$ cat src/rtl/spi_link.sv
// spi_link: SPI mode-0 slave exchanging 32-bit words with a host, buffered by
// RX/TX word FIFOs that the local side pops/pushes with one-cycle handshakes.
module spi_link #(
  parameter int BUFFER_SIZE  = 8,
  parameter int WORD_SIZE_BY = 4
) (
  input  logic        clk,
  input  logic        reset,
  input  logic        sck,
  input  logic        cs,
  input  logic        mosi,
  output logic        miso,
  output logic        intr,
  output logic        communication_rx_empty,
  output logic        communication_tx_empty,
  input  logic        read,
  input  logic        write,
  output logic        read_response,
  output logic        write_response,
  input  logic [31:0] write_data,
  output logic [31:0] read_data,
  output logic        rx_overflow
);

  localparam int AW = $clog2(BUFFER_SIZE);
  localparam int PW = AW + 1;
  localparam int BW = (WORD_SIZE_BY > 1) ? $clog2(WORD_SIZE_BY) : 1;
  localparam logic [BW-1:0] LAST_BYTE = BW'(WORD_SIZE_BY - 1);

  localparam logic [0:0] ST_IDLE = 1'b0;
  localparam logic [0:0] ST_XFER = 1'b1;

  logic          sck_meta_q, sck_meta_d, sck_sync_q, sck_sync_d, sck_dly_q, sck_dly_d;
  logic          cs_meta_q, cs_meta_d, cs_sync_q, cs_sync_d, cs_dly_q, cs_dly_d;
  logic          mosi_meta_q, mosi_meta_d, mosi_sync_q, mosi_sync_d;
  logic [1:0]    settle_q, settle_d;
  logic          armed_q, armed_d;
  logic [0:0]    state_q, state_d;
  logic [2:0]    bit_cnt_q, bit_cnt_d;
  logic [BW-1:0] byte_cnt_q, byte_cnt_d;
  logic [30:0]   rx_sr_q, rx_sr_d;
  logic [30:0]   tx_sr_q, tx_sr_d;
  logic          miso_q, miso_d;

  logic [31:0]   rx_mem_q [BUFFER_SIZE];
  logic [31:0]   rx_mem_d [BUFFER_SIZE];
  logic [31:0]   tx_mem_q [BUFFER_SIZE];
  logic [31:0]   tx_mem_d [BUFFER_SIZE];
  logic [PW-1:0] rx_wr_q, rx_wr_d, rx_rd_q, rx_rd_d;
  logic [PW-1:0] tx_wr_q, tx_wr_d, tx_rd_q, tx_rd_d;

  logic          rx_overflow_q, rx_overflow_d;
  logic          read_response_q, read_response_d;
  logic          write_response_q, write_response_d;
  logic [31:0]   read_data_q, read_data_d;
  logic          rx_empty_q, rx_empty_d;
  logic          tx_empty_q, tx_empty_d;
  logic          intr_q, intr_d;

  logic          sck_rise_s, sck_fall_s, cs_fall_s, cs_rise_s;
  logic          rx_empty_s, rx_full_s, tx_empty_s, tx_full_s;
  logic          spi_push_s, spi_pop_s;
  logic          rx_push_s, rx_pop_s, tx_push_s, tx_pop_s;
  logic [31:0]   rx_word_s, tx_head_s;

  assign sck_rise_s = sck_sync_q & ~sck_dly_q;
  assign sck_fall_s = ~sck_sync_q & sck_dly_q;
  assign cs_fall_s  = ~cs_sync_q & cs_dly_q;
  assign cs_rise_s  = cs_sync_q & ~cs_dly_q;

  assign rx_empty_s = (rx_wr_q == rx_rd_q);
  assign rx_full_s  = (rx_wr_q[AW] != rx_rd_q[AW]) && (rx_wr_q[AW-1:0] == rx_rd_q[AW-1:0]);
  assign tx_empty_s = (tx_wr_q == tx_rd_q);
  assign tx_full_s  = (tx_wr_q[AW] != tx_rd_q[AW]) && (tx_wr_q[AW-1:0] == tx_rd_q[AW-1:0]);

  assign rx_word_s  = {rx_sr_q, mosi_sync_q};
  assign tx_head_s  = tx_empty_s ? 32'h0000_0000 : tx_mem_q[tx_rd_q[AW-1:0]];

  assign rx_push_s  = spi_push_s & ~rx_full_s;
  assign rx_pop_s   = read & ~rx_empty_s;
  assign tx_push_s  = write & ~tx_full_s;
  assign tx_pop_s   = spi_pop_s & ~tx_empty_s;

  // Synchronizer chains; arming waits until the chain holds real samples and cs is seen high
  always_comb begin
    sck_meta_d  = sck;
    sck_sync_d  = sck_meta_q;
    sck_dly_d   = sck_sync_q;
    cs_meta_d   = cs;
    cs_sync_d   = cs_meta_q;
    cs_dly_d    = cs_sync_q;
    mosi_meta_d = mosi;
    mosi_sync_d = mosi_meta_q;
    if (settle_q == 2'd3) begin
      settle_d = settle_q;
      armed_d  = armed_q | cs_sync_q;
    end else begin
      settle_d = settle_q + 2'd1;
      armed_d  = armed_q;
    end
  end

  // Transfer control: bit/byte counting, shift registers and miso
  always_comb begin
    state_d    = state_q;
    bit_cnt_d  = bit_cnt_q;
    byte_cnt_d = byte_cnt_q;
    rx_sr_d    = rx_sr_q;
    tx_sr_d    = tx_sr_q;
    miso_d     = miso_q;
    spi_push_s = 1'b0;
    spi_pop_s  = 1'b0;
    case (state_q)
      ST_IDLE: begin
        if (cs_fall_s && armed_q) begin
          state_d    = ST_XFER;
          bit_cnt_d  = 3'd0;
          byte_cnt_d = {BW{1'b0}};
          rx_sr_d    = 31'h0;
          spi_pop_s  = 1'b1;
          tx_sr_d    = tx_head_s[30:0];
          miso_d     = tx_head_s[31];
        end else begin
          miso_d = 1'b0;
        end
      end
      ST_XFER: begin
        if (cs_rise_s) begin
          state_d    = ST_IDLE;
          bit_cnt_d  = 3'd0;
          byte_cnt_d = {BW{1'b0}};
          rx_sr_d    = 31'h0;
          tx_sr_d    = 31'h0;
          miso_d     = 1'b0;
        end else if (sck_rise_s) begin
          rx_sr_d   = rx_word_s[30:0];
          bit_cnt_d = bit_cnt_q + 3'd1;
          if (bit_cnt_q == 3'd7) begin
            byte_cnt_d = byte_cnt_q + BW'(1'b1);
            if (byte_cnt_q == LAST_BYTE) begin
              spi_push_s = 1'b1;
              spi_pop_s  = 1'b1;
              tx_sr_d    = tx_head_s[30:0];
              miso_d     = tx_head_s[31];
            end else begin
              spi_push_s = 1'b0;
            end
          end else begin
            byte_cnt_d = byte_cnt_q;
          end
        end else if (sck_fall_s) begin
          // The fall right after a word boundary must not shift the freshly loaded word
          if ((bit_cnt_q != 3'd0) || (byte_cnt_q != {BW{1'b0}})) begin
            tx_sr_d = {tx_sr_q[29:0], 1'b0};
            miso_d  = tx_sr_q[30];
          end else begin
            tx_sr_d = tx_sr_q;
          end
        end else begin
          state_d = ST_XFER;
        end
      end
      default: begin
        state_d = ST_IDLE;
        miso_d  = 1'b0;
      end
    endcase
  end

  // FIFO storage, pointers and the local-side handshake outputs
  always_comb begin
    rx_mem_d = rx_mem_q;
    tx_mem_d = tx_mem_q;
    rx_wr_d  = rx_wr_q;
    rx_rd_d  = rx_rd_q;
    tx_wr_d  = tx_wr_q;
    tx_rd_d  = tx_rd_q;
    if (rx_push_s) begin
      rx_mem_d[rx_wr_q[AW-1:0]] = rx_word_s;
      rx_wr_d = rx_wr_q + PW'(1'b1);
    end else begin
      rx_wr_d = rx_wr_q;
    end
    if (rx_pop_s) begin
      rx_rd_d = rx_rd_q + PW'(1'b1);
    end else begin
      rx_rd_d = rx_rd_q;
    end
    if (tx_push_s) begin
      tx_mem_d[tx_wr_q[AW-1:0]] = write_data;
      tx_wr_d = tx_wr_q + PW'(1'b1);
    end else begin
      tx_wr_d = tx_wr_q;
    end
    if (tx_pop_s) begin
      tx_rd_d = tx_rd_q + PW'(1'b1);
    end else begin
      tx_rd_d = tx_rd_q;
    end
    if (read) begin
      read_data_d = rx_empty_s ? 32'h0000_0000 : rx_mem_q[rx_rd_q[AW-1:0]];
    end else begin
      read_data_d = read_data_q;
    end
    read_response_d  = read;
    write_response_d = write;
    rx_overflow_d    = rx_overflow_q | (spi_push_s & rx_full_s);
    rx_empty_d       = (rx_wr_d == rx_rd_d);
    tx_empty_d       = (tx_wr_d == tx_rd_d);
    intr_d           = ~tx_empty_d;
  end

  // State registers
  always_ff @(posedge clk or negedge reset) begin
    if (!reset) begin
      sck_meta_q       <= 1'b0;
      sck_sync_q       <= 1'b0;
      sck_dly_q        <= 1'b0;
      cs_meta_q        <= 1'b1;
      cs_sync_q        <= 1'b1;
      cs_dly_q         <= 1'b1;
      mosi_meta_q      <= 1'b0;
      mosi_sync_q      <= 1'b0;
      settle_q         <= 2'd0;
      armed_q          <= 1'b0;
      state_q          <= ST_IDLE;
      bit_cnt_q        <= 3'd0;
      byte_cnt_q       <= {BW{1'b0}};
      rx_sr_q          <= 31'h0;
      tx_sr_q          <= 31'h0;
      miso_q           <= 1'b0;
      for (int i = 0; i < BUFFER_SIZE; i++) begin
        rx_mem_q[i] <= 32'h0000_0000;
        tx_mem_q[i] <= 32'h0000_0000;
      end
      rx_wr_q          <= {PW{1'b0}};
      rx_rd_q          <= {PW{1'b0}};
      tx_wr_q          <= {PW{1'b0}};
      tx_rd_q          <= {PW{1'b0}};
      rx_overflow_q    <= 1'b0;
      read_response_q  <= 1'b0;
      write_response_q <= 1'b0;
      read_data_q      <= 32'h0000_0000;
      rx_empty_q       <= 1'b1;
      tx_empty_q       <= 1'b1;
      intr_q           <= 1'b0;
    end else begin
      sck_meta_q       <= sck_meta_d;
      sck_sync_q       <= sck_sync_d;
      sck_dly_q        <= sck_dly_d;
      cs_meta_q        <= cs_meta_d;
      cs_sync_q        <= cs_sync_d;
      cs_dly_q         <= cs_dly_d;
      mosi_meta_q      <= mosi_meta_d;
      mosi_sync_q      <= mosi_sync_d;
      settle_q         <= settle_d;
      armed_q          <= armed_d;
      state_q          <= state_d;
      bit_cnt_q        <= bit_cnt_d;
      byte_cnt_q       <= byte_cnt_d;
      rx_sr_q          <= rx_sr_d;
      tx_sr_q          <= tx_sr_d;
      miso_q           <= miso_d;
      rx_mem_q         <= rx_mem_d;
      tx_mem_q         <= tx_mem_d;
      rx_wr_q          <= rx_wr_d;
      rx_rd_q          <= rx_rd_d;
      tx_wr_q          <= tx_wr_d;
      tx_rd_q          <= tx_rd_d;
      rx_overflow_q    <= rx_overflow_d;
      read_response_q  <= read_response_d;
      write_response_q <= write_response_d;
      read_data_q      <= read_data_d;
      rx_empty_q       <= rx_empty_d;
      tx_empty_q       <= tx_empty_d;
      intr_q           <= intr_d;
    end
  end

  assign miso                   = miso_q;
  assign intr                   = intr_q;
  assign communication_rx_empty = rx_empty_q;
  assign communication_tx_empty = tx_empty_q;
  assign read_response          = read_response_q;
  assign write_response         = write_response_q;
  assign read_data              = read_data_q;
  assign rx_overflow            = rx_overflow_q;

endmodule

$ cat config.mk
export PLATFORM = sky130hd
export DESIGN_NAME = spi_link
export DESIGN_NICKNAME = d
export VERILOG_FILES = /design/src/rtl/spi_link.sv
export SDC_FILE = /design/constraint.sdc
export NUM_CORES = 1
export LEC_CHECK = 0
export CAP_MARGIN = 20
export CORE_ASPECT_RATIO = 0.5
export CORE_MARGIN = 2
export CORE_UTILIZATION = 36
export CTS_CLUSTER_DIAMETER = 120
export DETAILED_ROUTE_END_ITERATION = 16
export PLACE_DENSITY_LB_ADDON = 0.05
export SETUP_SLACK_MARGIN = 0.1
export SYNTH_ARGS = -nofsm -noshare
export SYNTH_HDL_FRONTEND = slang
export SYNTH_SLANG_ARGS = --single-unit
$ cat constraint.sdc
create_clock -name clk -period 3.6 [get_ports clk]
set_clock_uncertainty 0.1 [all_clocks]
set_input_delay 1.08 -clock clk [delete_from_list [all_inputs] [get_ports clk]]
set_output_delay 1.08 -clock clk [all_outputs]
set_load 0.02 [all_outputs]
* Word-level counts from Yosys, hierarchy flattened
Index checks and enable logic that the tools add are counted.
** Storage, ports and cells
- Register bits :: 646
- Latch bits :: 0
- Bits in writable memories :: 0
- Bits in read-only memories :: 0
- Input bits :: 39
- Output and inout bits :: 39
- Word-level logic and storage cells :: 167
- Memories kept :: 0
** Cells by class
- $add $sub $neg :: 7
- $mul :: 0
- Div/mod/pow operators :: 0
- Magnitude comparators :: 6
- Equal/unequal tests :: 18
- Shift-type cells :: 0
- Muxes and demuxes :: 56
- Bitwise operators :: 25
- Reductions and logical operators :: 12
** Operators with widths (count)
- bitwise mux 256 bit :: 2
- 2-to-1 mux 31 bit :: 10
- 2-to-1 mux 32 bit :: 8
- binary-select mux 32 bit (select 3 bit) :: 2
- demux 32 bit (select 3 bit) :: 2
- case mux 31 bit (2 select lines) :: 2
- adder 4 x 1 -> 4 bit (second input constant) :: 4
- equality test 4 bit :: 4
- greater-or-equal comparator 4 bit (second input constant) :: 4
- 2-to-1 mux 4 bit :: 4
- NOT 3 -> 4 bit :: 4
- 2-to-1 mux 1 bit :: 14
- NOT 1 bit :: 10
- AND 1 bit :: 9
- 2-to-1 mux 3 bit :: 3
- < comparator 4 x 1 -> 1 bit (second input constant) :: 2
- 2-to-1 mux 2 bit :: 4
- inequality test 4 x 1 -> 1 bit (second input constant) :: 2
- inequality test 4 x 2 -> 1 bit (second input constant) :: 2
- equality test 3 bit :: 2
- inequality test 3 x 1 -> 1 bit (second input constant) :: 2
- case mux 1 bit (2 select lines) :: 3
- case mux 3 bit (2 select lines) :: 1
- logical AND 1 bit :: 5
- other kinds (15) :: 19

* Longest topological paths before layout
Gate-level depths: netlist (run 1).
- Word-level depth :: 10
- Mapped depth :: 9
- Mapped depth without buffers :: 8

* Worst setup path before layout (run 1)
Ideal clock, no wire load.
- Kind :: register to register
- Start :: register bit_cnt_q[0]
- End :: register rx_mem_q[161] (netlist name)
- Library setup time :: 0.125 ns
- Arrival time :: 2.411 ns
- Data required time :: 3.375 ns
- Setup slack :: 0.965 ns
- Cell stages (with the launch flop) :: 10
- Path buffers :: 2
- Clock period less this slack :: 2.635 ns
- Cells stage by stage :: dfrtp_1 > ha_1 > ha_1 > and4b_1 > nand3_2 > or3_1 > buf_2 > nor3b_2 > buf_4 > mux2_2
** On the way
- Longest elaborated chain between the ends :: 6
** RTL lines
- start, declared :: RTL line 39 : logic [2:0] bit_cnt_q, bit_cnt_d;
- start signal, assigned :: RTL line 259 : bit_cnt_q <= bit_cnt_d;
- equality test 3 bit :: RTL line 138 : if (bit_cnt_q == 3'd7) begin
- 2-to-1 mux 1 bit :: RTL line 138
- 2-to-1 mux 1 bit :: RTL line 135 : end else if (sck_rise_s) begin
- 2-to-1 mux 1 bit :: RTL line 128 : if (cs_rise_s) begin
- 2-to-1 mux 1 bit :: RTL line 113 : case (state_q)
- AND 1 bit :: RTL line 79 : assign rx_push_s = spi_push_s & ~rx_full_s;
- end signal, assigned :: RTL line 264 : rx_mem_q <= rx_mem_d;
- end, declared :: RTL line 45 : logic [31:0] rx_mem_q [BUFFER_SIZE];
Every way passes these cells.
A chain may end at the register's enable or synchronous reset.

* Final worst setup path (run 1)
- Start :: register rx_wr_q[2]
- End :: register rx_mem_q[214] (netlist name)
** On the way
- Longest elaborated chain between the ends :: 6
- Elaborated cells between the ends (all ways) :: 11
- Those cells by class :: order compare: 2; eq/ne: 1; mux: 3; bitwise: 3; reduce/logical: 2
** RTL lines
- start, declared :: RTL line 49 : logic [PW-1:0] rx_wr_q, rx_wr_d, rx_rd_q, rx_rd_d;
- start signal, assigned :: RTL line 236 : rx_wr_q <= {PW{1'b0}};
- start signal, assigned :: RTL line 266 : rx_wr_q <= rx_wr_d;
- NOT 3 -> 4 bit (implied by the code) :: RTL line 179 : rx_mem_d[rx_wr_q[AW-1:0]] = rx_word_s;
- greater-or-equal comparator 4 bit (implied by the code) / < comparator 4 x 1 -> 1 bit (equally long branches) :: RTL line 179
- logical AND 1 bit (implied by the code) :: RTL line 179
- 2-to-1 mux 32 bit (implied by the code) :: RTL line 179
- demux 32 bit (select 3 bit) :: RTL line 179
- bitwise mux 256 bit :: RTL line 179
Several ways; a longest one is shown, not always the timed one.

==> metrics.md, run 1 <==
| Metric | Value |
|---|---|
| Worst setup SP type | `register` |
| Core area | `0.0779 sq mm` |
| Critical Path RT | `4.01 ns` |
| Mapped Cells | `1853` |
| Boundary pin count | `78` |
| Crit Path Class | `register to register` |
| Avg Inst Size Synth | `15.4 sq um` |
| Outcome | `finished clean` |
| Vias in the first global route | `17800` |
| Max-slew violation count | `0` |
| Share of layout cells above drive strength 1 | `41.5%` |
| Layout Utilization | `42.4%` |
| Clock Tree Root | `clkbuf_16` |
| WP buf/inv | `1` |
| Placed instance area | `0.0308 sq mm` |
| Post-CTS resize count | `0` |
| Library cells used by synthesis | `63` |
| Sequential-to-total area share from yosys stat | `56.6%` |
| Synth area leader | `dfrtp_1` |
| Final Instance Area | `0.0330 sq mm` |
| Clock Tree Buf Depth | `3` |
| Drt first pass iters | `5` |
| Clk sinks | `646` |
| R2R setup slack | `0.50 ns` |
| Async SR Flop Fraction | `100%` |
| Setup TNS | `0 ns` |
| Initial antenna violation count | `3` |
| DP HPWL | `40300 microns` |
| Worst-Margin Slew | `0.889 ns` |
| FF+latch count, synth | `646` |
| Post-synth top flop | `dfrtp_1` |
| Leakage | `0.0145 uW` |
| RSZ-0062 raised after global routing | `false` |
| Worst slew margin | `40.8%` |
| Slowest stage delay, CP | `0.70 ns` |
| First-pass GRT wire length | `109000 microns` |
| Final setup fails | `0` |
| Yosys warning count | `0` |
| Die W | `403 microns` |
| Post-route antenna net violation count | `0` |
| GR Util All Layers | `17.5%` |
| Port Buf Inserts | `77` |
| Vias per inst | `5.30` |
| Crit end category | `register` |
| Commonest cells post-synth | `dfrtp_1, mux2_2, mux4_2` |
| Max Cap Viol | `0` |
| CTS Buf Count | `66` |
| Syn Std Cell Area | `0.0286 sq mm` |
| Synth top area cells | `dfrtp_1, mux2_2, mux4_2` |
| Critical path data arrival time | `3.50 ns` |
| Max frequency | `323 MHz` |
| Die height | `203 microns` |
| Row cnt | `72` |
| CP max FO | `10` |
| Clock latency on the worst-skew pair | `0.62 ns` |
| Layout Nets | `1963` |
| Worst VDD drop | `0.000477 V` |
| Hold WC Path Type | `register to register` |
| Final min period | `3.10 ns` |
| Htree depth | `3` |
| Final hold vios | `0` |
| Final Cycle Share | `86.1%` |
| CP top delay family | `simple AND/OR/NAND/NOR gates` |
| Initial Util | `36.7%` |
| P per Cell Area | `690 mW/mm^2` |
| Cts hold-fix bufs | `0` |
| Grt ovf | `0` |
| Post-DR wirelength/cell | `23.0 microns` |
| Gpl congestion | `0.696` |
| Post-route DRC violation count | `0` |
| Post-synth top area share | `56.1%` |
| Post-synth EDFFs | `0` |
| Largest net degree at the start of global routing | `71` |
| Syn_nets | `1902` |
| TritonCTS clock tree | `yes` |
| Worst-path clk slew | `0.07 ns` |
| Vias | `15900` |
| Worst hold slack | `0.252 ns` |
| Die ar. | `0.0818 sq mm` |
| Area grow syn2layout | `15.5%` |
| Number of DRC markers in iteration 0 | `825` |
| Total Wirelength | `69100 microns` |
| Fillers | `7014` |
| Buffer count from post-CTS setup fixing | `0` |
| Worst path cell trace | `xor2_4 > nor4b_4 > nor2_1 > nand3_2 > buf_4 > mux2_2` |
| Critical path's slowest cell | `dfrtp_1` |
| Cell with the most instances after synthesis | `dfrtp_1` |
-- cells by family (layout without fill, tap and decap cells) --
kind of cell             after synthesis  after routing  synth area share (%)
multiplexers                         710            710                  32.7
flip-flops                           646            646                  56.6
buffers and inverters                200            305                  3.09
AO/OA/AOI/OAI                        159            159                  4.08
AND/OR/NAND/NOR                      103            103                  1.99
XOR/XNOR                              25             25                  1.12
adder cells (fa/ha/maj)               10             10                 0.438
other                                  0              3                     0
-- worst paths after layout --
| check | start | endpoint | depth (start not counted) |
|---|---|---|---|
| max | rx_wr_q[2]$_DFF_PN0_ | rx_mem_q[214]$_DFFE_PN0P_ | 6 |
| min | sck_meta_q$_DFF_PN0_ | sck_dly_d$_DFF_PN0_ | 0 |
| max reg2reg | rx_wr_q[2]$_DFF_PN0_ | rx_mem_q[214]$_DFFE_PN0P_ | 6 |
| min reg2reg | sck_meta_q$_DFF_PN0_ | sck_dly_d$_DFF_PN0_ | 0 |
| max in group asynchronous | reset | tx_mem_q[76]$_DFFE_PN0P_ | 2 |
| min in group asynchronous | reset | rx_sr_q[22]$_DFFE_PN0P_ | 1 |
-- registers in the layout (all words and copies together) (netlist names), 2 cells and up --
| signal | flops |
|---|---|
| rx_mem_q | 256 |
| settle_q | 2 |
| tx_sr_q | 31 |
| rx_wr_q | 4 |
| tx_wr_q | 4 |
| bit_cnt_q | 3 |
| byte_cnt_q | 2 |
| rx_sr_q | 31 |
| tx_mem_q | 256 |
| read_data | 32 |
| rx_rd_q | 4 |
| tx_rd_q | 4 |
-- power by group --
part	switching, uW	internal [uW]
Combinational	2520	3440
Clock	2910	4100
Sequential	903	8930
Total	6340	16500
-- through the flow --
| stage | setup slack, ns | total power [uW] | cells |
|---|---|---|---|
| after CTS | 0.511 | 23200 | 2994 |
| after global routing | 0.390 | 24100 | 2995 |
| after floorplan | 0.965 | 14300 | 1853 |
| after detailed placement | 0.192 | 16100 | 2882 |
| final | 0.501 | 22800 | 2997 |
| after global placement | 0.178 | 15800 | 2882 |
-- cell usage in the layout (no fill, tap or decap), types with 3 or more instances in the layout --
cell,n
clkinv_2,9
xor2_1,9
dfrtp_2,4
dfrtp_1,635
o31ai_1,3
mux4_2,128
buf_4,48
ha_1,10
nor3_1,3
diode_2,3
clkbuf_8,13
nor2_1,12
o311ai_0,3
o21ai_0,39
inv_1,46
clkdlybuf4s50_1,75
nand3b_1,3
clkbuf_1,14
nor2_4,3
nor3b_4,4
mux2_2,477
clkbuf_16,70
mux2i_1,66
buf_12,22
nand3_1,5
o22ai_1,32
mux2_1,39
a22o_1,34
bufinv_16,4
nand2_1,47
xor2_4,3
dfstp_2,5
a2bb2oi_1,30
xnor2_1,9
-- cell type report --
| type | count | area [sq um] | area share, % |
|---|---|---|---|
| Antenna cell | 3 | 7.51 | 0.0227 |
| Clock buffer | 97 | 1980 | 6.01 |
| Clock inverter | 15 | 189 | 0.572 |
| Inverter | 46 | 173 | 0.523 |
| Multi-Input combinational cell | 1007 | 11600 | 35.2 |
| Sequential cell | 646 | 16200 | 49.0 |
| Tap cell | 1036 | 1300 | 3.93 |
| Timing Repair Buffer | 147 | 1570 | 4.76 |
-- layer usage --
layer	up-vias	GRT usage [%]	routed length [microns]
met3	94	3.55	2420
met5	-	0	0
met1	8621	23.3	31700
met2	216	29.0	33500
met4	0	4.93	1440
li1	6965	-	-
(Power assumes the default switching activity.)
==> run 2: changes to the inputs <==
- DONT_BUFFER_PORTS: not set -> 1
==> run 2 against run 1 <==
Compared with the run above: core utilization decreased by 1.2 points; final cell count decreased by 3.3%; cell area decreased by 2.9%.
==> metrics.md, run 2 (synthesis gave the netlist of run 1 again) <==
| Metric | Value |
|---|---|
| Most frequent cells in the layout | `dfrtp_1, mux2_2, mux4_2` |
| Die ar. | `0.0818 sq mm (unchanged)` |
| Setup TNS | `0 ns (unchanged)` |
| Multi-input gate area | `0.0116 sq mm (unchanged)` |
| Row cnt | `72 (unchanged)` |
| Worst slew margin | `29.4% (-11 points)` |
| Worst setup SP type | `register` |
| TritonCTS clock tree | `yes` |
| Number of DRC markers in iteration 0 | `763 (-7.5%)` |
| Commonest non-fill, non-tap cell in the layout | `dfrtp_1` |
| Initial Util | `36.7% (unchanged)` |
| Post-DR wirelength/cell | `23.6 microns (+2.2%)` |
| RSZ-0062 raised after global routing | `false` |
| Max Cap Viol | `0 (unchanged)` |
| Largest net degree at the start of global routing | `647 (+810%)` |
| Post-route DRC violation count | `0 (unchanged)` |
| Die W | `403 microns (unchanged)` |
| Outcome | `finished clean` |
| Grt ovf | `0 (unchanged)` |
| Fillers | `6980 (-0.48%)` |
| Clock power frac | `31.2% (+0.5 points)` |
| Share of layout cells above drive strength 1 | `42.3% (+0.74 points)` |
| Crit end category | `register` |
| Sequential share of power | `43.1% (about the same)` |
| Leakage | `0.0141 uW (-2.8%)` |
| CTS Buf Count | `66 (unchanged)` |
| Area grow syn2layout | `12.1%` |
| Post-route antenna net violation count | `0 (unchanged)` |
| Clk sinks | `646 (unchanged)` |
| First-pass GRT wire length | `107000 microns (-2.3%)` |
| Boundary pin count | `78 (unchanged)` |
| Int Power | `16500 uW (+0.25%)` |
| Final min period | `3.09 ns (-0.0126 ns)` |
| Worst-path clk slew | `0.06 ns (about the same)` |
| Hold WC Path Type | `input port to async pin` |
| Worst path cell trace | `xor2_2 > o41ai_4 > or2_0 > nand2b_2 > buf_4 > mux2_2` |
| Clock Tree Root | `clkbuf_16` |
| Worst VDD drop | `0.000401 V (-16%)` |
| Critical path's slowest cell | `dfrtp_1` |
| Worst hold slack | `0.0461 ns (-0.206 ns)` |
| Critical Path RT | `4.01 ns (about the same)` |
| Final setup fails | `0 (unchanged)` |
| Initial antenna violation count | `1 (-2)` |
| Combinational power share | `25.7% (-0.4 points)` |
| Htree depth | `3 (unchanged)` |
| Net Switching | `6310 uW (-0.32%)` |
| Vias per inst | `5.36 (+1.0%)` |
| Cts hold-fix bufs | `0 (unchanged)` |
| Max frequency | `324 MHz (+0.41%)` |
| Layout Nets | `1864 (-5.0%)` |
| Ant diodes | `0 (-3)` |
| Max-slew violation count | `0 (unchanged)` |
| Die height | `203 microns (unchanged)` |
| Slowest stage delay, CP | `0.59 ns (-0.11 ns)` |
| Switching Share | `27.7% (-0.12 points)` |
| Port Buf Inserts | `0 (-100%)` |
| Core area | `0.0779 sq mm (unchanged)` |
| Final hold vios | `0 (unchanged)` |
| Worst-Margin Slew | `1.06 ns (+0.170 ns)` |
| Crit Path Class | `register to register` |
| Buffer count from post-CTS setup fixing | `0 (unchanged)` |
| Total Wirelength | `68300 microns (-1.2%)` |
| P per Cell Area | `712 mW/mm^2 (+3.1%)` |
| Gpl congestion | `0.692 (-0.58%)` |
| Vias in the first global route | `17300 (-2.7%)` |
| GR Util All Layers | `17.1% (-0.36 points)` |
| Vias | `15500 (-2.3%)` |
| Clock Tree Buf Depth | `3 (unchanged)` |
| Critical path data arrival time | `3.49 ns (about the same)` |
| Post-CTS resize count | `0 (unchanged)` |
| Sequential cell area | `0.0162 sq mm (unchanged)` |
| Final Cycle Share | `85.7% (-0.35 points)` |
| Clock latency on the worst-skew pair | `0.64 ns (+0.02 ns)` |
| DP HPWL | `37500 microns (-6.8%)` |
| Drt first pass iters | `4 (-1)` |
| CP max FO | `21 (+11)` |
[run 2: path summary, 6_finish.rpt]
| kind | start | to | slack [ns] | cells after the start |
|---|---|---|---|---|
| max | tx_wr_q[2]$_DFF_PN0_ | tx_mem_q[236]$_DFFE_PN0P_ | 0.51 | 6 |
| min | reset | rx_mem_q[117]$_DFFE_PN0P_ | 0.05 | 0 |
| max reg2reg | tx_wr_q[2]$_DFF_PN0_ | tx_mem_q[236]$_DFFE_PN0P_ | 0.51 | 6 |
| min reg2reg | sck_meta_q$_DFF_PN0_ | sck_dly_d$_DFF_PN0_ | 0.25 | 0 |
| max in group asynchronous | reset | tx_rd_q[0]$_DFF_PN0_ | 0.77 | 3 |
| min in group clk | sck_meta_q$_DFF_PN0_ | sck_dly_d$_DFF_PN0_ | 0.25 | 0 |
[run 2: area by class of cell]
cell class | count | area share (%)
sequential | 646 | 50.5
multi-input combinational | 1007 | 36.3
clock buffer | 103 | 6.32
tap | 1036 | 4.04
timing repair buffer | 48 | 1.76
clock inverter | 12 | 0.589
inverter | 46 | 0.539
[run 2: per-layer routing]
metal / track usage (%) / part of all wire, %
met5: 0 / 0
met4: 4.90 / 2.3
met3: 3.39 / 3.2
met2: 29.0 / 49
met1: 22.4 / 45
[run 2: metrics by stage]
step                area [sq um]  setup WS [ns]  power [uW]  instances  util, %
global route               32100          0.315       24100       2898     41.1
global placement           29700          0.586       15400       2779     38.2
detailed placement         29700          0.483       15800       2779     38.2
CTS                        31900          0.480       23100       2894     41.0
finish                     32100          0.514       22800       2898     41.1
floorplan                  28600          0.965       14300       1853        -
[run 2: power groups by stage]
| stage | combinational, uW | sequential (uW) | clock (uW) |
|---|---|---|---|
| after floorplan | 4690 | 9570 | 0 |
| after global placement | 5660 | 9790 | 0 |
| after detailed placement | 5830 | 9970 | 0 |
| after CTS | 5840 | 9830 | 7400 |
| after global routing | 6370 | 10000 | 7690 |
| final | 5860 | 9840 | 7130 |
[run 2: worst max-delay path, delay by kind of cell (launching register included)]
family / cells / cell delay (ns)
flip-flops: 1 / 0.59
multiplexers: 1 / 0.39
buffers and inverters: 1 / 0.37
XOR/XNOR: 1 / 0.20
AND/OR/NAND/NOR: 2 / 0.76
AO/OA/AOI/OAI: 1 / 0.56
==> run 3: changes to the inputs <==
- ABC_CLOCK_PERIOD_IN_PS: not set -> 3600
- GPL_TIMING_DRIVEN: not set -> 0
==> run 3 against run 2 <==
Compared with the run above: clock power shrank 2%; power shrank 0.44%; cell area grew 0.51%; die area is the same; worst hold slack gained 0.0092 ns; first-iteration DRC count shrank 3.7%; sequential power shrank 1%; wire length grew 1.2%; register-to-register slack lost 0.19 ns; sequential cell count is the same; setup slack lost 0.19 ns; critical path type unchanged; largest cell class unchanged.
==> metrics.md, run 3 (synthesis gave the netlist of run 1 again) <==
| Metric | Value |
|---|---|
| Crit end category | `register` |
| Critical path data arrival time | `3.68 ns (+0.19 ns)` |
| Leakage | `0.0142 uW (+0.91%)` |
| Worst path cell trace | `ha_1 > ha_1 > and4b_1 > nand3_2 > nor4b_4 > buf_1 > mux2_2` |
| Hold WC Path Type | `input port to async pin` |
| Commonest non-fill, non-tap cell in the layout | `dfrtp_1` |
| Port Buf Inserts | `0 (unchanged)` |
| Post-DR wirelength/cell | `22.9 microns (-2.7%)` |
| TritonCTS clock tree | `yes` |
| Post-route DRC violation count | `0 (unchanged)` |
| Final Cycle Share | `90.9% (+5.2 points)` |
| P per Cell Area | `705 mW/mm^2 (-0.95%)` |
| Total Wirelength | `69100 microns (+1.2%)` |
| Vias | `15600 (+0.77%)` |
| Ant diodes | `0 (unchanged)` |
| DP HPWL | `41000 microns (+9.2%)` |
| Core area | `0.0779 sq mm (unchanged)` |
| Vias per inst | `5.19 (-3.1%)` |
| Max frequency | `306 MHz (-5.7%)` |
| Clk sinks | `646 (unchanged)` |
| Final hold vios | `0 (unchanged)` |
| Worst setup SP type | `register` |
| Row cnt | `72 (unchanged)` |
| Final min period | `3.27 ns (+0.187 ns)` |
| Post-route antenna net violation count | `0 (unchanged)` |
| Clock Tree Buf Depth | `3 (unchanged)` |
| RSZ-0062 raised after global routing | `true` |
| Setup TNS | `0 ns (unchanged)` |
| Max-slew violation count | `0 (unchanged)` |
| Drt first pass iters | `5 (+1)` |
| Slowest stage delay, CP | `0.70 ns (+0.11 ns)` |
| Vias in the first global route | `16600 (-3.8%)` |
| Crit Path Class | `register to register` |
| Htree depth | `3 (unchanged)` |
| Layout Nets | `1979 (+6.2%)` |
| Worst-Margin Slew | `1.03 ns (-0.0252 ns)` |
| Die ar. | `0.0818 sq mm (unchanged)` |
| Buffer count from post-CTS setup fixing | `0 (unchanged)` |
| CTS Buf Count | `66 (unchanged)` |
| Die height | `203 microns (unchanged)` |
| Crit path top cell by count | `ha_1` |
| Share of layout cells above drive strength 1 | `40.3% (-1.9 points)` |
| Most frequent cells in the layout | `dfrtp_1, mux2_2, mux4_2` |
| First-pass GRT wire length | `107000 microns (+0.14%)` |
| Die W | `403 microns (unchanged)` |
| Grt ovf | `0 (unchanged)` |
| CP max FO | `10 (-52%)` |
| Clock Tree Root | `clkbuf_16` |
| Initial antenna violation count | `1 (unchanged)` |
| Number of DRC markers in iteration 0 | `735 (-3.7%)` |
| Worst hold slack | `0.0553 ns (+0.00923 ns)` |
| Largest net degree at the start of global routing | `647 (unchanged)` |
| Max Cap Viol | `0 (unchanged)` |
| Worst slew margin | `31.1% (+1.7 points)` |
| Gpl congestion | `0.738 (+6.7%)` |
| Initial Util | `36.7% (unchanged)` |
| Outcome | `finished clean` |
| Critical Path RT | `4.00 ns (about the same)` |
| Clock latency on the worst-skew pair | `0.63 ns (about the same)` |
| Area grow syn2layout | `12.7%` |
| Final setup fails | `0 (unchanged)` |
| Worst-path clk slew | `0.06 ns (about the same)` |
| Critical path's slowest cell | `buf_1` |
| GR Util All Layers | `17.3% (+0.24 points)` |
| Boundary pin count | `78 (unchanged)` |
| Worst VDD drop | `0.000325 V (-19%)` |
-- run 3: cell types whose count changed in the layout (fill, tap and decap cells not counted), sizes merged --
cell | before | now
bufinv | 5 | 1
clkinv | 6 | 3
buf | 47 | 113
clkbuf | 104 | 159
clkinvlp | 0 | 1
dlygate4sd3 | 0 | 1
-- run 3: power breakdown --
| part | internal (uW) | switching [uW] | leakage, uW |
|---|---|---|---|
| combinational | 3370 | 2640 | 0.00475 |
| clock | 4030 | 2950 | 0.00105 |
| sequential | 8930 | 806 | 0.00842 |
| total | 16300 | 6400 | 0.0142 |
-- run 3: what timing repair did --
item                       4_1_cts  5_1_grt
hold endpoints to repair         0       12
gates resized for setup          0        2
hold buffers                     0        1
setup endpoints to repair        0      337
-- run 3: cell type report --
class | count | area (sq um)
clock buffers | 110 | 2090
well taps | 1036 | 1300
plain buffers | 154 | 709
repair buffers | 9 | 166
clock inverters | 6 | 61.3
flip-flops and latches | 646 | 16200
inverters | 46 | 173
fillers | 7217 | 45700
multi-input cells | 1007 | 11500
-- run 3: worst max-delay path, delay by kind of cell (launching register included) --
family,cells,cell delay (ns)
and+or+nand+nor,3,1.20
buffers and inverters,1,0.70
DFF,1,0.37
muxes,1,0.41
adders and majority gates,2,0.35
-- run 3: final timing paths --
kind                       cells after the start                      from                  endpoint  slack [ns]
min in group clk                               0       cs_meta_q$_DFF_PN1_        cs_dly_d$_DFF_PN1_        0.29
max reg2reg                                    7  bit_cnt_q[0]$_DFFE_PN0P_  rx_mem_q[20]$_DFFE_PN0P_        0.33
max                                            7  bit_cnt_q[0]$_DFFE_PN0P_  rx_mem_q[20]$_DFFE_PN0P_        0.33
max in group asynchronous                      3                     reset  tx_mem_q[74]$_DFFE_PN0P_        0.84
min reg2reg                                    0       cs_meta_q$_DFF_PN1_        cs_dly_d$_DFF_PN1_        0.29
min                                            0                     reset  rx_mem_q[83]$_DFFE_PN0P_        0.06
-- run 3: metal layers --
metal	vias to the layer above	routed length, microns	track usage, %
met5	-	13	0
met4	2	1000	3.71
met3	73	2170	3.63
met2	160	32300	27.6
met1	8407	33600	24.5
li1	7003	-	-
-- run 3: per-stage QoR --
step	utilization, %	instances	total power (uW)	cell area [sq um]	setup slack [ns]
5_1_grt	41.3	3014	24000	32200	0.0629
4_1_cts	41.2	3007	23000	32100	0.190
3_3_place_gp	38.3	2889	15700	29900	-0.176
2_1_floorplan	-	1853	14300	28600	0.965
3_5_place_dp	38.4	2891	15800	29900	0.105
6_report	41.3	3014	22700	32200	0.327
==> RTL change 1, RTL diff (flow settings as in run 2) <==
Change the parameter `BUFFER_SIZE` from 8 to 16.
--- a/src/rtl/spi_link.sv
+++ b/src/rtl/spi_link.sv
@@ -2,5 +2,5 @@
 // RX/TX word FIFOs that the local side pops/pushes with one-cycle handshakes.
 module spi_link #(
-  parameter int BUFFER_SIZE  = 8,
+  parameter int BUFFER_SIZE  = 16,
   parameter int WORD_SIZE_BY = 4
 ) (
Function: same outputs for any inputs over 4 cycles, from zero or initial values and one cycle with reset low; that may be too few to reach the edited logic, so the function may still have changed.
==> RTL change 1 against run 2 <==
Final cell count grew 84%. Critical path type unchanged. Cell area up 85%. Sequential cell count up 516. Largest cell class unchanged. Routed wire length up 99%. Highest routed layer unchanged. Synthesized area rose by 84%. Combinational power is 110% higher. Power is 88% higher. Setup slack got worse by 0.14 ns. Largest power group unchanged.
==> RTL change 1: results (changes against run 2) <==
----------------------------------------------------
[Setup path]
  Reg-to-reg setup timing slack ... 0.37 ns (was 0.51 ns)
  Critical R2R Launch ... rx_wr_q[2] (was tx_wr_q[2])
  Signal arrival time at the worst endpoint ... 3.71 ns (was 3.49 ns)
  R2R Path End ... rx_mem_q[2] (was tx_mem_q[236])
  Largest driver fanout on the critical path ... 19 (was 21)
  Register-to-Register Path Depth ... 7 (was 6)

[Clocking]
  # resized after CTS ... 0 (unchanged)
  Source-to-sink clock delay at the later pin of the worst-skew pair ... 0.71 ns (was 0.64 ns)
  Number of CTS-inserted buffers ... 114 (was 66)
  H-tree lvl count ... 3 (unchanged)

[Layout]
  Fraction of final layout cells sized beyond drive strength 1 ... 49.94% (was 42.27%)
  Fill cell total of the finished layout ... 13265 (was 6980)

[Die]
  Die Width ... 544.4 um (was 402.5 um)
  Starting utilization of the core area ... 36.15% (was 36.68%)

[Logic synthesis]
  Post-synthesis area per instance ... 15.84 sq um (was 15.43 sq um)
  Sequential-to-total area share from yosys stat ... 55.32% (was 56.57%)
  Share of flip-flops with an asynchronous set or reset after synthesis ... 100.0% (unchanged)
  Top cells by count, synth ... dfrtp_1 (1157), mux2_2 (913), mux4_2 (289) (was dfrtp_1 (641), mux2_2 (477), mux4_2 (128))
  Biggest area contributors in the synthesized netlist ... dfrtp_1 (55%), mux2_2 (20%), mux4_2 (12%) (was dfrtp_1 (56%), mux2_2 (19%), mux4_2 (10%))
  Yosys cell types ... 60 (was 63)
  Warning count from the yosys run ... 0 (unchanged)
  Number of nets produced by synthesis ... 3374 (was 1902)

[Placed design]
  Final estimated routing congestion in global placement ... 0.7311 (was 0.6916)
  Cell area after placement ... 55250 sq um (was 29730 sq um)
  Placed cell count ... 5132 (was 2779)
  Dpl hpwl ... 77180 um (was 37530 um)
  # port buffers ... 0 (unchanged)

[Status]
  Run status ... finished, final reports clean (unchanged)

[Route]
  First-iteration detailed-routing DRC count ... 1817 (was 763)
  Detailed-route wire length ... 135800 um (was 68270 um)
  Routed vias/inst ... 5.300 (was 5.357)
  Routed via count ... 28334 (was 15526)
  Detailed-router iteration count before antenna repair ... 4 (unchanged)

[Global routing]
  Largest net degree at the start of global routing ... 140 (was 647)
  Global-route wire length before repair ... 207200 um (was 106800 um)
  Global Route Usage Sum ... 18.55% (was 17.09%)
  Vias in the first global route ... 30458 (was 17279)
  Antenna violations before repair ... 2 (was 1)

[Power]
  Leakage power of the design ... 27.00 nW (was 14.10 nW)
  Worst IR drop on VDD ... 0.6565 mV (was 0.4005 mV)

[Timing]
  Headroom to the max-slew limit ... 30.28% (was 29.44%)
  Worst-case hold slack ... 0.1613 ns (was 0.04607 ns)

----------------------------------------------------
## RTL change 1: power by group
group | internal [mW] | switching (mW) | total, mW
clock network | 7.43 | 5.34 | 12.8
logic | 6.63 | 5.74 | 12.4
registers | 16.2 | 1.59 | 17.7
total | 30.2 | 12.7 | 42.9
## RTL change 1: stage by stage
step / total power, mW / setup WS [ns]
finish: 42.89 / 0.3689
global route: 45.35 / 0.2119
CTS: 43.68 / 0.3687
detailed placement: 30.70 / 0.4023
global placement: 30.44 / 0.3760
floorplan: 26.91 / 0.7699
## RTL change 1: worst max path at each step
stage	startpoint	to	slack [ns]	depth (start not counted)
3_5_place_dp	bit_cnt_q[0]	rx_mem_q[385]	0.40	9
3_3_place_gp	bit_cnt_q[0]	rx_mem_q[6]	0.38	8
4_1_cts	rx_wr_q[2]	rx_mem_q[3]	0.37	7
6_report	rx_wr_q[2]	rx_mem_q[2]	0.37	7
5_1_grt	rx_wr_q[2]	rx_mem_q[3]	0.21	7
2_1_floorplan	rx_rd_q[3]	communication_rx_empty	0.77	8
## RTL change 1: final cells by class
type / count / area [sq um] / share of cell area [%]
sequential: 1162 / 29110 / 49.17
multi-input combinational: 1801 / 21980 / 37.13
clock buffer: 183 / 3546 / 5.989
tap: 1969 / 2464 / 4.161
timing repair buffer: 124 / 1401 / 2.367
clock inverter: 30 / 416.7 / 0.7037
inverter: 76 / 285.3 / 0.4818
antenna: 1 / 2.502 / 0.004226
## RTL change 1: metal layers
metal | up-vias | global-route usage [%] | routed length [um]
li1 | 12210 | - | -
met1 | 15651 | 26.75 | 65770
met2 | 318 | 29.51 | 63370
met3 | 155 | 2.885 | 4063
met4 | 0 | 4.143 | 2597
met5 | - | 0 | 0
## RTL change 1: cells by family (layout without fill, tap and decap cells)
group / Yosys count / after routing / share of synthesized area (%)
AO/OA/AOI/OAI: 205 / 205 / 2.551
AND/OR/NAND/NOR: 169 / 169 / 1.583
buffers and inverters: 356 / 413 / 3.108
flip-flops: 1162 / 1162 / 55.32
multiplexers: 1377 / 1377 / 36.47
adder cells (fa/ha/maj): 16 / 16 / 0.3808
other: 0 / 1 / 0
XOR/XNOR: 34 / 34 / 0.5807
## RTL change 1: critical path, cell delays in order, from the launching register on
cell,delay (ns)
dfrtp_1,0.60
xor2_1,0.26
nor4_2,0.11
buf_4,0.17
a2111oi_2,0.59
and3_2,0.58
buf_12,0.29
mux2_2,0.36
==> RTL change 2, RTL diff (config.mk and constraints of run 2) <==
Made on the original files. Put one more register stage on the output `rx_overflow`, with the module's reset. The value now appears one clock later. The other outputs are not delayed to match.
--- a/src/rtl/spi_link.sv
+++ b/src/rtl/spi_link.sv
@@ -285,5 +285,11 @@
   assign write_response         = write_response_q;
   assign read_data              = read_data_q;
-  assign rx_overflow            = rx_overflow_q;
+  always_ff @(posedge clk or negedge reset) begin
+    if (!reset) begin
+      rx_overflow <= '0;
+    end else begin
+      rx_overflow <= rx_overflow_q;
+    end
+  end
 
 endmodule
Function: same outputs for any inputs over 4 cycles, from zero or initial values and one cycle with reset low; that may be too few to reach the edited logic, so the function may still have changed.
==> RTL change 2 against run 2 <==
Critical path depth rose by 2. Sequential cell count rose by 1. Non-clock buffer count increased by 10. Cell area increased by 0.36%. Setup slack worse by 0.058 ns. Clock power is 3% higher. Routed wire length rose by 0.14%. Largest power group unchanged. Power increased by 0.55%. Synthesized area about the same. First-iteration DRC count rose by 8.9%.
==> RTL change 2: results (changes against run 2) <==
----------------------------------------------------
[Power]
  Worst IR drop on VDD ... 0.3992 mV (was 0.4005 mV)
  Sw power ... 6.304 mW (was 6.315 mW)
  Leakage power of the design ... 14.16 nW (was 14.10 nW)

[Logic synthesis]
  Share of flip-flops with an asynchronous set or reset after synthesis ... 100.0% (unchanged)
  Yosys cell types ... 63 (unchanged)
  Biggest area contributors in the synthesized netlist ... dfrtp_1 (56%), mux2_2 (19%), mux4_2 (10%) (unchanged)
  Warning count from the yosys run ... 0 (unchanged)
  Mux cell area share after synthesis ... 32.69% (was 32.72%)
  Synth Area in Compound Gates ... 4.076% (was 4.079%)
  Adder and majority gate portion of the synthesized area ... 0.4373% (was 0.4377%)
  Top cells by count, synth ... dfrtp_1 (642), mux2_2 (477), mux4_2 (128) (was dfrtp_1 (641), mux2_2 (477), mux4_2 (128))
  Number of nets produced by synthesis ... 1903 (was 1902)
  Area share of xor/xnor cells in the synthesized design ... 1.115% (was 1.116%)
  Sequential-to-total area share from yosys stat ... 56.61% (was 56.57%)

[Timing]
  Headroom to the max-slew limit ... 33.01% (was 29.44%)
  Fin worst setup slack ... 0.4561 ns (was 0.5139 ns)
  Fin. max-slew vios ... 0 (unchanged)

[Placed design]
  Dpl hpwl ... 38020 um (was 37530 um)
  Cell area after placement ... 29790 sq um (was 29730 sq um)
  # port buffers ... 0 (unchanged)
  Final estimated routing congestion in global placement ... 0.7209 (was 0.6916)

[Clocking]
  # resized after CTS ... 0 (unchanged)
  CTS clk-pin slew, worst paths ... 0.07 ns
  Clock Tree Root ... clkbuf_16 (unchanged)
  Source-to-sink clock delay at the later pin of the worst-skew pair ... 0.62 ns (was 0.64 ns)
  Maximum root-to-sink buffer count ... 3 (unchanged)
  H-tree lvl count ... 3 (unchanged)
  Number of buffers inserted to repair setup after CTS ... 0 (unchanged)
  Number of CTS-inserted buffers ... 66 (unchanged)

[Global routing]
  Largest net degree at the start of global routing ... 648 (was 647)
  Global Route Usage Sum ... 17.07% (was 17.09%)
  Global-route wire length before repair ... 106600 um (was 106800 um)
  Antenna violations before repair ... 0 (was 1)
  Vias in the first global route ... 17164 (was 17279)

[Route]
  First-iteration detailed-routing DRC count ... 831 (was 763)
  Antenna Nets Post-Route ... 0 (unchanged)
  Detailed-route wire length ... 68360 um (was 68270 um)
  Routed vias/inst ... 5.305 (was 5.357)
  Detailed-router iteration count before antenna repair ... 5 (was 4)

[Layout]
  Fill cell total of the finished layout ... 7170 (was 6980)
  Number of inserted diodes ... 0 (unchanged)
  Fraction of final layout cells sized beyond drive strength 1 ... 42.67% (was 42.27%)

[Setup path]
  Signal arrival time at the worst endpoint ... 3.53 ns (was 3.49 ns)
  CP Class ... reg -> reg (unchanged)
  Launch point of the critical path ... bit_cnt_q[1] (was tx_wr_q[2])
  Register-to-Register Path Depth ... 8 (was 6)
  R2R Path End ... rx_mem_q[163] (was tx_mem_q[236])
  Largest driver fanout on the critical path ... 18 (was 21)

[Min path]
  Hold crit path type ... in -> async (unchanged)

[Status]
  Run status ... finished, final reports clean (unchanged)

----------------------------------------------------
## RTL change 2: cell count changes after synthesis, sizes merged
cell,delta
dfrtp,+1
## RTL change 2: metrics by stage
step	power, mW	utilization (%)	cells
2_1_floorplan	14.27	-	1854
3_3_place_gp	15.48	37.66	2803
3_5_place_dp	15.76	37.66	2803
4_1_cts	23.21	40.54	2922
5_1_grt	24.20	40.67	2927
6_report	22.95	40.67	2927
## RTL change 2: power groups by stage
| stage | sequential, mW | combinational [mW] | clock, mW |
|---|---|---|---|
| 5_1_grt | 10.0 | 6.32 | 7.86 |
| 3_3_place_gp | 9.82 | 5.66 | 0 |
| 4_1_cts | 9.83 | 5.81 | 7.57 |
| 6_report | 9.83 | 5.81 | 7.31 |
| 3_5_place_dp | 9.96 | 5.79 | 0 |
| 2_1_floorplan | 9.59 | 4.69 | 0 |
## RTL change 2: layout make-up
class / instances / share of cell area (%)
inverters: 46 / 0.5368
well taps: 1050 / 4.084
flip-flops and latches: 647 / 50.39
multi-input cells: 1007 / 36.13
repair buffers: 58 / 1.789
clock buffers: 98 / 6.080
clock inverters: 21 / 0.9919
## RTL change 2: cells by family (layout without fill, tap and decap cells)
family	Yosys count	in the layout
DFF	647	647
buffers and inverters	200	223
xor gates and xnor gates	25	25
muxes	710	710
and+or+nand+nor	103	103
adders and majority gates	10	10
AOI/OAI and AO/OA	159	159
## RTL change 2: how the worst min path moves through the flow
stage                           start             to  slack, ns
after floorplan           mosi_meta_q    mosi_sync_q       0.23
after global routing            reset  rx_mem_q[150]      0.005
final                           reset   rx_mem_q[81]       0.07
after CTS                       reset  rx_mem_q[246]       0.04
after detailed placement  mosi_meta_q    mosi_sync_q       0.24
after global placement    mosi_meta_q    mosi_sync_q       0.24
## RTL change 2: critical path, cell delays in order (launching register included)
cell and delay, ns:
dfrtp_1 0.38, ha_1 0.17, ha_1 0.19, and4b_1 0.30
nand3_2 0.26, or3_1 0.57, nor3b_4 0.27, buf_4 0.37
mux2_2 0.39
## RTL change 2: per-layer routing
metal | vias to the layer above | track usage (%) | wire length (um)
met2 | 187 | 28.64 | 33510
met5 | - | 0 | 0
met1 | 8464 | 22.75 | 31300
met4 | 0 | 4.454 | 1337
li1 | 6781 | - | -
met3 | 95 | 3.396 | 2224
